==> src/rtl/sync_fifo_param.sv <==
// Single-clock FIFO with occupancy count, almost-full/almost-empty thresholds and sticky
// overflow/underflow flags. Define SYNC_FIFO_FWFT_EN for first-word-fall-through reads.
module sync_fifo_param #(
    parameter int DATA_W    = 8,
    parameter int DEPTH     = 16,
    parameter int AF_THRESH = 14,
    parameter int AE_THRESH = 2,
    localparam int AW       = $clog2(DEPTH)
) (
    input  logic              clk,
    input  logic              res,
    input  logic              wr_en,
    input  logic [DATA_W-1:0] wr_data,
    input  logic              rd_en,
    input  logic              err_clr,
    output logic [DATA_W-1:0] rd_data,
    output logic              rd_valid,
    output logic              full,
    output logic              empty,
    output logic              almost_full,
    output logic              almost_empty,
    output logic [AW:0]       count,
    output logic              overflow,
    output logic              underflow
);

    generate
        if (DEPTH < 32'sd2 || (DEPTH & (DEPTH - 32'sd1)) != 32'sd0) begin : g_bad_depth
            $fatal(1, "sync_fifo_param: DEPTH must be a power of 2 and >= 2");
        end
        if (AF_THRESH < 32'sd1 || AF_THRESH > DEPTH) begin : g_bad_af
            $fatal(1, "sync_fifo_param: AF_THRESH must be in 1..DEPTH");
        end
        if (AE_THRESH < 32'sd0 || AE_THRESH > DEPTH - 32'sd1) begin : g_bad_ae
            $fatal(1, "sync_fifo_param: AE_THRESH must be in 0..DEPTH-1");
        end
        if (DATA_W < 32'sd1) begin : g_bad_dw
            $fatal(1, "sync_fifo_param: DATA_W must be >= 1");
        end
    endgenerate

    localparam logic [AW-1:0] PTR_ONE   = AW'(1'b1);
    localparam logic [AW:0]   CNT_ONE   = (AW + 1)'(1'b1);
    localparam logic [AW:0]   CNT_DEPTH = (AW + 1)'(DEPTH);
    localparam logic [AW:0]   CNT_AF    = (AW + 1)'(AF_THRESH);
    localparam logic [AW:0]   CNT_AE    = (AW + 1)'(AE_THRESH);

    logic [DATA_W-1:0] mem_r [DEPTH];
    logic [AW-1:0]     wr_ptr_r;
    logic [AW-1:0]     rd_ptr_r;
    logic [AW:0]       count_r;
    logic [AW:0]       count_next_s;
    logic              full_r;
    logic              empty_r;
    logic              af_r;
    logic              ae_r;
    logic              ovf_r;
    logic              udf_r;
    logic              wr_acc_s;
    logic              rd_acc_s;

    // Accept decisions use only registered flags; occupancy follows the accepted ops
    always_comb begin
        wr_acc_s     = wr_en && !full_r;
        rd_acc_s     = rd_en && !empty_r;
        count_next_s = count_r;
        case ({wr_acc_s, rd_acc_s})
            2'b10:   count_next_s = count_r + CNT_ONE;
            2'b01:   count_next_s = count_r - CNT_ONE;
            default: count_next_s = count_r;
        endcase
    end

    // Pointers, occupancy and status flags (flags pre-decoded so outputs come straight from flops)
    always_ff @(posedge clk or posedge res) begin
        if (res) begin
            wr_ptr_r <= '0;
            rd_ptr_r <= '0;
            count_r  <= '0;
            full_r   <= 1'b0;
            empty_r  <= 1'b1;
            af_r     <= 1'b0;
            ae_r     <= 1'b1;
        end else begin
            if (wr_acc_s) wr_ptr_r <= wr_ptr_r + PTR_ONE;
            if (rd_acc_s) rd_ptr_r <= rd_ptr_r + PTR_ONE;
            count_r <= count_next_s;
            full_r  <= (count_next_s == CNT_DEPTH);
            empty_r <= (count_next_s == '0);
            af_r    <= (count_next_s >= CNT_AF);
            ae_r    <= (count_next_s <= CNT_AE);
        end
    end

    // Sticky error flags; a new error event takes priority over a clear
    always_ff @(posedge clk or posedge res) begin
        if (res) begin
            ovf_r <= 1'b0;
            udf_r <= 1'b0;
        end else begin
            if (wr_en && full_r)  ovf_r <= 1'b1;
            else if (err_clr)     ovf_r <= 1'b0;
            if (rd_en && empty_r) udf_r <= 1'b1;
            else if (err_clr)     udf_r <= 1'b0;
        end
    end

    // Storage array, intentionally not reset
    always_ff @(posedge clk) begin
        if (wr_acc_s) mem_r[wr_ptr_r] <= wr_data;
    end

`ifdef SYNC_FIFO_FWFT_EN
    assign rd_data  = mem_r[rd_ptr_r];
    assign rd_valid = !empty_r;
`else
    logic [DATA_W-1:0] rd_data_r;
    logic              rd_valid_r;

    // Registered read port: data lands one cycle after the pop, valid pulses for that cycle
    always_ff @(posedge clk or posedge res) begin
        if (res) begin
            rd_data_r  <= '0;
            rd_valid_r <= 1'b0;
        end else begin
            rd_valid_r <= rd_acc_s;
            if (rd_acc_s) rd_data_r <= mem_r[rd_ptr_r];
        end
    end

    assign rd_data  = rd_data_r;
    assign rd_valid = rd_valid_r;
`endif

    assign full         = full_r;
    assign empty        = empty_r;
    assign almost_full  = af_r;
    assign almost_empty = ae_r;
    assign count        = count_r;
    assign overflow     = ovf_r;
    assign underflow    = udf_r;

endmodule
==> config.mk <==
export PLATFORM = sky130hd
export DESIGN_NAME = sync_fifo_param
export DESIGN_NICKNAME = d
export VERILOG_FILES = /design/src/rtl/sync_fifo_param.sv
export SDC_FILE = /design/constraint.sdc
export NUM_CORES = 1
export LEC_CHECK = 0
export BUFFER_PORTS_ARGS = -buffer_cell sky130_fd_sc_hd__buf_2
export CORE_AREA = 3 3 103 105
export DETAILED_ROUTE_END_ITERATION = 7
export DIE_AREA = 0 0 106 108
export PLACE_DENSITY = 0.89
export SETUP_SLACK_MARGIN = 0.02
export SLEW_MARGIN = 5
export SYNTH_ARGS = -nofsm -noshare
export SYNTH_HDL_FRONTEND = slang
export SYNTH_SLANG_ARGS = --single-unit
==> constraint.sdc <==
create_clock -name clk -period 6 [get_ports clk]
set_input_delay 0.3 -clock clk [delete_from_list [all_inputs] [get_ports clk]]
set_output_delay 0.3 -clock clk [all_outputs]
set_load 0.01 [all_outputs]
### Yosys cells after proc, flatten, opt, wreduce, memory -nomap -nowiden

Memory sizes are Yosys's and may differ from the RTL's. A register that Yosys moved wholly into a read port is not among the register bits.
Index checks and enable logic that the tools add are counted.
W data, S select, Z words.

| storage, ports and cells | value |
|---|---|
| memories | 1 |
| register bits after elaboration | 20 |
| memory bits (writable) | 128 |
| word-level logic and storage cells | 35 |
| input bits | 13 |

Memory list:

| name | depth | bits a word | rd ports | clocked after Yosys merged registers in | write ports | line | text |
|---|---|---|---|---|---|---|---|
| mem_r | 16 | 8 | 1 | 1 | 1 | 48 | `logic [DATA_W-1:0] mem_r [DEPTH];` |

| cells by class | value |
|---|---|
| reductions and logical operators | 9 |
| equality and inequality tests | 3 |
| muxes and demuxes | 6 |
| $add $sub $neg | 4 |
| magnitude comparators | 2 |

Operator list:

| cell | count |
|---|---|
| $pmux W5 S2 | 1 |
| $add A4 B1 Y4 const B | 2 |
| $add A5 B1 Y5 const B | 1 |
| $eq A5 B5 Y1 const B | 1 |
| $ge A5 B4 Y1 const B | 1 |
| $le A5 B2 Y1 const B | 1 |
| $logic_not A5 Y1 | 1 |
| $mux W1 | 5 |
| $sub A5 B1 Y5 const B | 1 |
| $logic_and A1 B1 Y1 | 4 |
| $reduce_bool A2 Y1 | 2 |
| $eq A2 B1 Y1 const B | 1 |
| $eq A2 B2 Y1 const B | 1 |
| $logic_not A1 Y1 | 2 |

### Logic depth before layout (Yosys ltp)

| logic depth | value |
|---|---|
| depth after elaboration | 5 |
| depth in mapped cells | 12 |
| gate-level depth less buffers | 10 |

### Least setup slack after synthesis

Ideal clock, no wire load.

| timing | value |
|---|---|
| kind | register to register |
| from | reg empty_r, in the netlist empty |
| to | reg ae_r, in the netlist almost_empty |
| stages on the path, launching flop included | 13 |
| setup time | 116 ps |
| arrival | 2777 ps |
| buffers on the path | 2 |
| clock period less this slack | 2893 ps |
| path slack | 3107 ps |
| cell sequence | dfstp_2 nand2b_1 clkbuf_1 inv_1 ha_1 buf_4 xor2_1 ha_1 a21o_1 a21oi_1 nor4_4 xor2_2 a2111oi_1 |

| between the ends | value |
|---|---|
| longest elaborated chain between the ends | 5 |
| elaborated cells between the ends (all ways) | 6 |
| classes of those cells | 1 x order compare; 2 x eq/ne; 1 x mux; 2 x reduce/logical |

Ends and longest elaborated chain:

| element | line | text |
|---|---|---|
| start: declaration | 54 | `logic empty_r;` |
| start signal: assignment | 89 | `empty_r <= (count_next_s == '0);` |
| $logic_not A1 Y1 (*) | 65 | `rd_acc_s = rd_en && !empty_r;` |
| $logic_and A1 B1 Y1 (*) | 65 |  |
| net rd_acc_s | 60 | `logic rd_acc_s;` |
| $eq A2 B1 Y1 / $eq A2 B2 Y1 (equally long branches) | 67 | `case ({wr_acc_s, rd_acc_s})` |
| $pmux W5 S2 (*) | 67 |  |
| net count_next_s[4] | 52 | `logic [AW:0] count_next_s;` |
| $le A5 B2 Y1 (*) | 91 | `ae_r <= (count_next_s <= CNT_AE);` |
| end signal: assignment | 91 |  |
| end: declaration | 56 | `logic ae_r;` |

The timed path passes the listed nets; every way through them passes the cells marked *.
A chain may end at the register's enable or synchronous reset.

### Worst setup path in the final report

| timing | value |
|---|---|
| from | reg empty_r, in the netlist empty |
| to | reg full_r, in the netlist full |

| between the ends | value |
|---|---|
| longest elaborated chain between the ends | 5 |
| elaborated cells between the ends (all ways) | 6 |
| classes of those cells | 3 x eq/ne; 1 x mux; 2 x reduce/logical |

Ends and longest elaborated chain:

| element | line | text |
|---|---|---|
| $logic_not A1 Y1 (*) | 65 |  |
| $logic_and A1 B1 Y1 (*) | 65 |  |
| net rd_acc_s | 60 |  |
| $eq A2 B1 Y1 / $eq A2 B2 Y1 (equally long branches) | 67 |  |
| $pmux W5 S2 (*) | 67 |  |
| net count_next_s[4] | 52 |  |
| $eq A5 B5 Y1 (*) | 88 | `full_r <= (count_next_s == CNT_DEPTH);` |
| end signal: assignment | 88 |  |
| end: declaration | 53 | `logic full_r;` |

Marks and branches as above.

==> impl_metrics.csv <==
group,metric,value,unit
drt,antenna_left,0,
status,run_status,"finished, final reports clean",
place,dp_cells,488,
clocking,clkLatencyLatePin,0.52,ns
drt,drt-initial-drc-count,331,
timing,finalHoldViolCount,0,
place,port_buffers,32,
worst_setup_path,critPathLaunchType,"flop",
place,dp_hpwl,7600,um
floorplan,start_util,64.3,%
global_route,gr-total-overflow,0,
yosys,synth.avg_cell_area,18.7,um2
layout,ff_latch_area,4550,um2
floorplan,die_h,108,um
floorplan,fp-row-count,36,
global_route,grt_start_max_net_pins,36,
place,place_area,6530,um2
layout,area_growth,13.9,%
power,power_switching,0.00114,W
clocking,cts_max_level,4,
power,totalPowerFinal,0.00356,W
power,clkPwrFrac,29.4,%
min_path,hold_class,"in -> reg",
worst_setup_path,crit_arrival,3.96,ns
power,p_leak,2.51,nW
worst_setup_path,critPathRequiredTime,6.41,ns
yosys,synth-async-reset-ratio,17.9,%
power,switching_share,32.1,%
worst_setup_path,setup.worst_path.end_class,"flop",
global_route,grt_use_total,23.7,%
layout,drive_above_1_share,27.8,%
power,power.density,500,nW/um2
timing,holdWs,0.0226,ns
timing,clock-skew-final,0.00881,ns
layout,multiInputGateArea,1580,um2
timing,tightest_slew,1.29,ns
layout,finish.net_count,397,
layout,num_antenna_cells,0,
clocking,cts_buffer_depth,2,
clocking,cts-buffers-inserted,17,
clocking,cts_tree,"yes",
timing,relSlewSlack,14.1,%
yosys,synthCells,335,
drt,route.vias.total,3236,
yosys,synth_nets,356,
timing,final.setup.tns,0,ns
clocking,cts.clk_slew.worst_paths,0.07,ns
yosys,yosysSeqAreaShare,72.7,%
yosys,ys_ff_latch,156,
timing,period_needed,3.55,ns
place,gp_congestion,0.826,
global_route,antenna_found_initial,0,
layout,fill_cells,559,
layout,design_area,7130,um2
global_route,grt_pass1_wl,19200,um
global_route,grt_pass1_vias,3372,
timing,slew_violations,0,
timing,setup_viol,0,
drt,drc_errors,0,
clocking,cts_resized,0,
drt,routed_wirelength,12400,um
power,ir_worst_vdd,0.269,mV
power,seqPwrFrac,43.9,%
floorplan,core_area,9730,um2
drt,first_pass_iters,5,
yosys,ys_warn_count,0,
yosys,synth_edf_count,128,
yosys,ys.flop_type,"edfxtp_1",
floorplan,io_pins,33,
worst_setup_path,worstPathMaxFanout,19,
drt,wl_per_cell,23.7,um
timing,grt_setup_unrepaired,"no",
timing,period_share,59.2,%
floorplan,dieArea,11400,um2
yosys,synth_cell_types,40,
timing,fmax,0.282,GHz
floorplan,die_w,106,um
drt,routed_via_density,6.20,
power,internal_power,0.00242,W
worst_setup_path,critPathKind,"reg -> reg",
layout,stdcell_count,522,
clocking,clockRootBuffer,"clkbuf_8",
yosys,synthesis.area,6250,um2
flow_run,cap_violations,0,
power,pwr-share-comb,26.6,%
clocking,cts.sinks,156,
## cells in the final DEF, fill, tap and decap left out, types with 5 or more instances in the layout
cell type and instances:
clkbuf_16 16, buf_2 32, o21ai_1 7, mux4_2 32, nor3_1 12, buf_4 5
dfrtp_1 25, a21oi_1 10, mux2i_1 16, nor2_1 15, inv_1 8, ha_1 8
xnor2_1 9, nand2_1 16, edfxtp_1 128
## critical path, stage by stage (launching register included)
cell and delay, ns:
dfstp_2 0.53, nand2b_1 0.63, inv_1 0.33, ha_1 0.38
xor2_1 0.21, ha_1 0.22, a21o_1 0.13, a21oi_1 0.09
nor4_4 0.32, xor2_2 0.27, nor4b_2 0.31
## synth_stat cells (all sizes together) (2+ instances only)
| library cell | n | area share, % |
|---|---|---|
| nand2 | 16 | 0.96 |
| nor4 | 2 | 0.44 |
| o31ai | 2 | 0.24 |
| dfrtp | 26 | 10 |
| ha | 8 | 1.6 |
| inv | 8 | 0.48 |
| nor4b | 2 | 0.38 |
| mux2i | 16 | 2.6 |
| nor2 | 15 | 0.90 |
| dfstp | 2 | 0.84 |
| a21oi | 10 | 0.80 |
| xnor2 | 9 | 1.3 |
| edfxtp | 128 | 61 |
| nand2b | 3 | 0.30 |
| mux4 | 32 | 12 |
| o21ai | 9 | 0.72 |
| and4b | 2 | 0.32 |
| xor2 | 3 | 0.54 |
| nor3 | 13 | 1.1 |
| nand4 | 2 | 0.20 |
| buf | 10 | 1.1 |
| clkbuf | 7 | 0.42 |
## area by class of cell
type / count / share of cell area (%)
sequential: 156 / 63.8
multi-input combinational: 154 / 22.2
clock buffer: 19 / 5.92
timing repair buffer: 39 / 3.06
tap: 133 / 2.34
clock inverter: 13 / 2.21
inverter: 8 / 0.421
## sequential cells by signal, summed over array words and instances, names as in the netlist
name,count
mem_r,128
rd_data,8
count,5
rd_ptr_r,4
wr_ptr_r,4
almost_empty,1
almost_full,1
empty,1
full,1
overflow,1
rd_valid,1
underflow,1
## kinds of logic (layout without fill, tap and decap cells)
family / Yosys count / in the layout / synth area share, %
AO/OA/AOI/OAI: 28 / 28 / 2.80
adder cells (fa/ha/maj): 8 / 8 / 1.60
flip-flops: 156 / 156 / 72.7
multiplexers: 49 / 49 / 14.3
buffers and inverters: 25 / 79 / 1.96
AND/OR/NAND/NOR: 57 / 57 / 4.86
XOR/XNOR: 12 / 12 / 1.80
## power groups by stage
stage          registers (W)  logic, W  clock network (W)
2_1_floorplan        0.00148  0.000763                  0
5_1_grt              0.00158   0.00103            0.00111
6_report             0.00156  0.000947            0.00105
3_5_place_dp         0.00158  0.000941                  0
3_3_place_gp         0.00156  0.000896                  0
4_1_cts              0.00156  0.000955            0.00106
## path summary, 6_finish.rpt
| kind | end | slack [ns] | cells past startpoint | from |
|---|---|---|---|---|
| setup / recovery | full$_DFF_PP0_ | 2.45 | 10 | empty$_DFF_PP1_ |
| hold / removal | underflow$_DFFE_PP0P_ | 0.02 | 3 | rd_en |
| setup reg to reg | full$_DFF_PP0_ | 2.45 | 10 | empty$_DFF_PP1_ |
| hold reg to reg | rd_data[7]$_DFFE_PP0N_ | 0.53 | 2 | rd_data[7]$_DFFE_PP0N_ |
| max in group asynchronous | rd_ptr_r[0]$_DFFE_PP0N_ | 5.16 | 2 | res |
| min in group asynchronous | full$_DFF_PP0_ | 0.07 | 2 | res |
## per-layer routing
metal | track usage [%] | vias up | share of wire, %
li1 | - | 1400 | -
met1 | 30.6 | 1674 | 39
met2 | 39.7 | 146 | 53
met3 | 5.97 | 16 | 6.8
met4 | 9.07 | 0 | 1.7
met5 | 0 | - | 0
## per-stage QoR
stage                     util (%)  setup WS, ns
after global placement        67.1          2.74
after detailed placement      67.1          2.50
after global routing          73.2          2.18
after floorplan                  -          3.11
final                         73.2          2.45
after CTS                     73.2          2.47
## repair_timing
| item | 4_1_cts | 5_1_grt |
|---|---|---|
| hold endpoints to repair | 2 | 0 |
| setup buffers | 0 | 0 |
| hold buffers | 2 | 0 |
No activity file was read; power rests on OpenSTA's default activity.
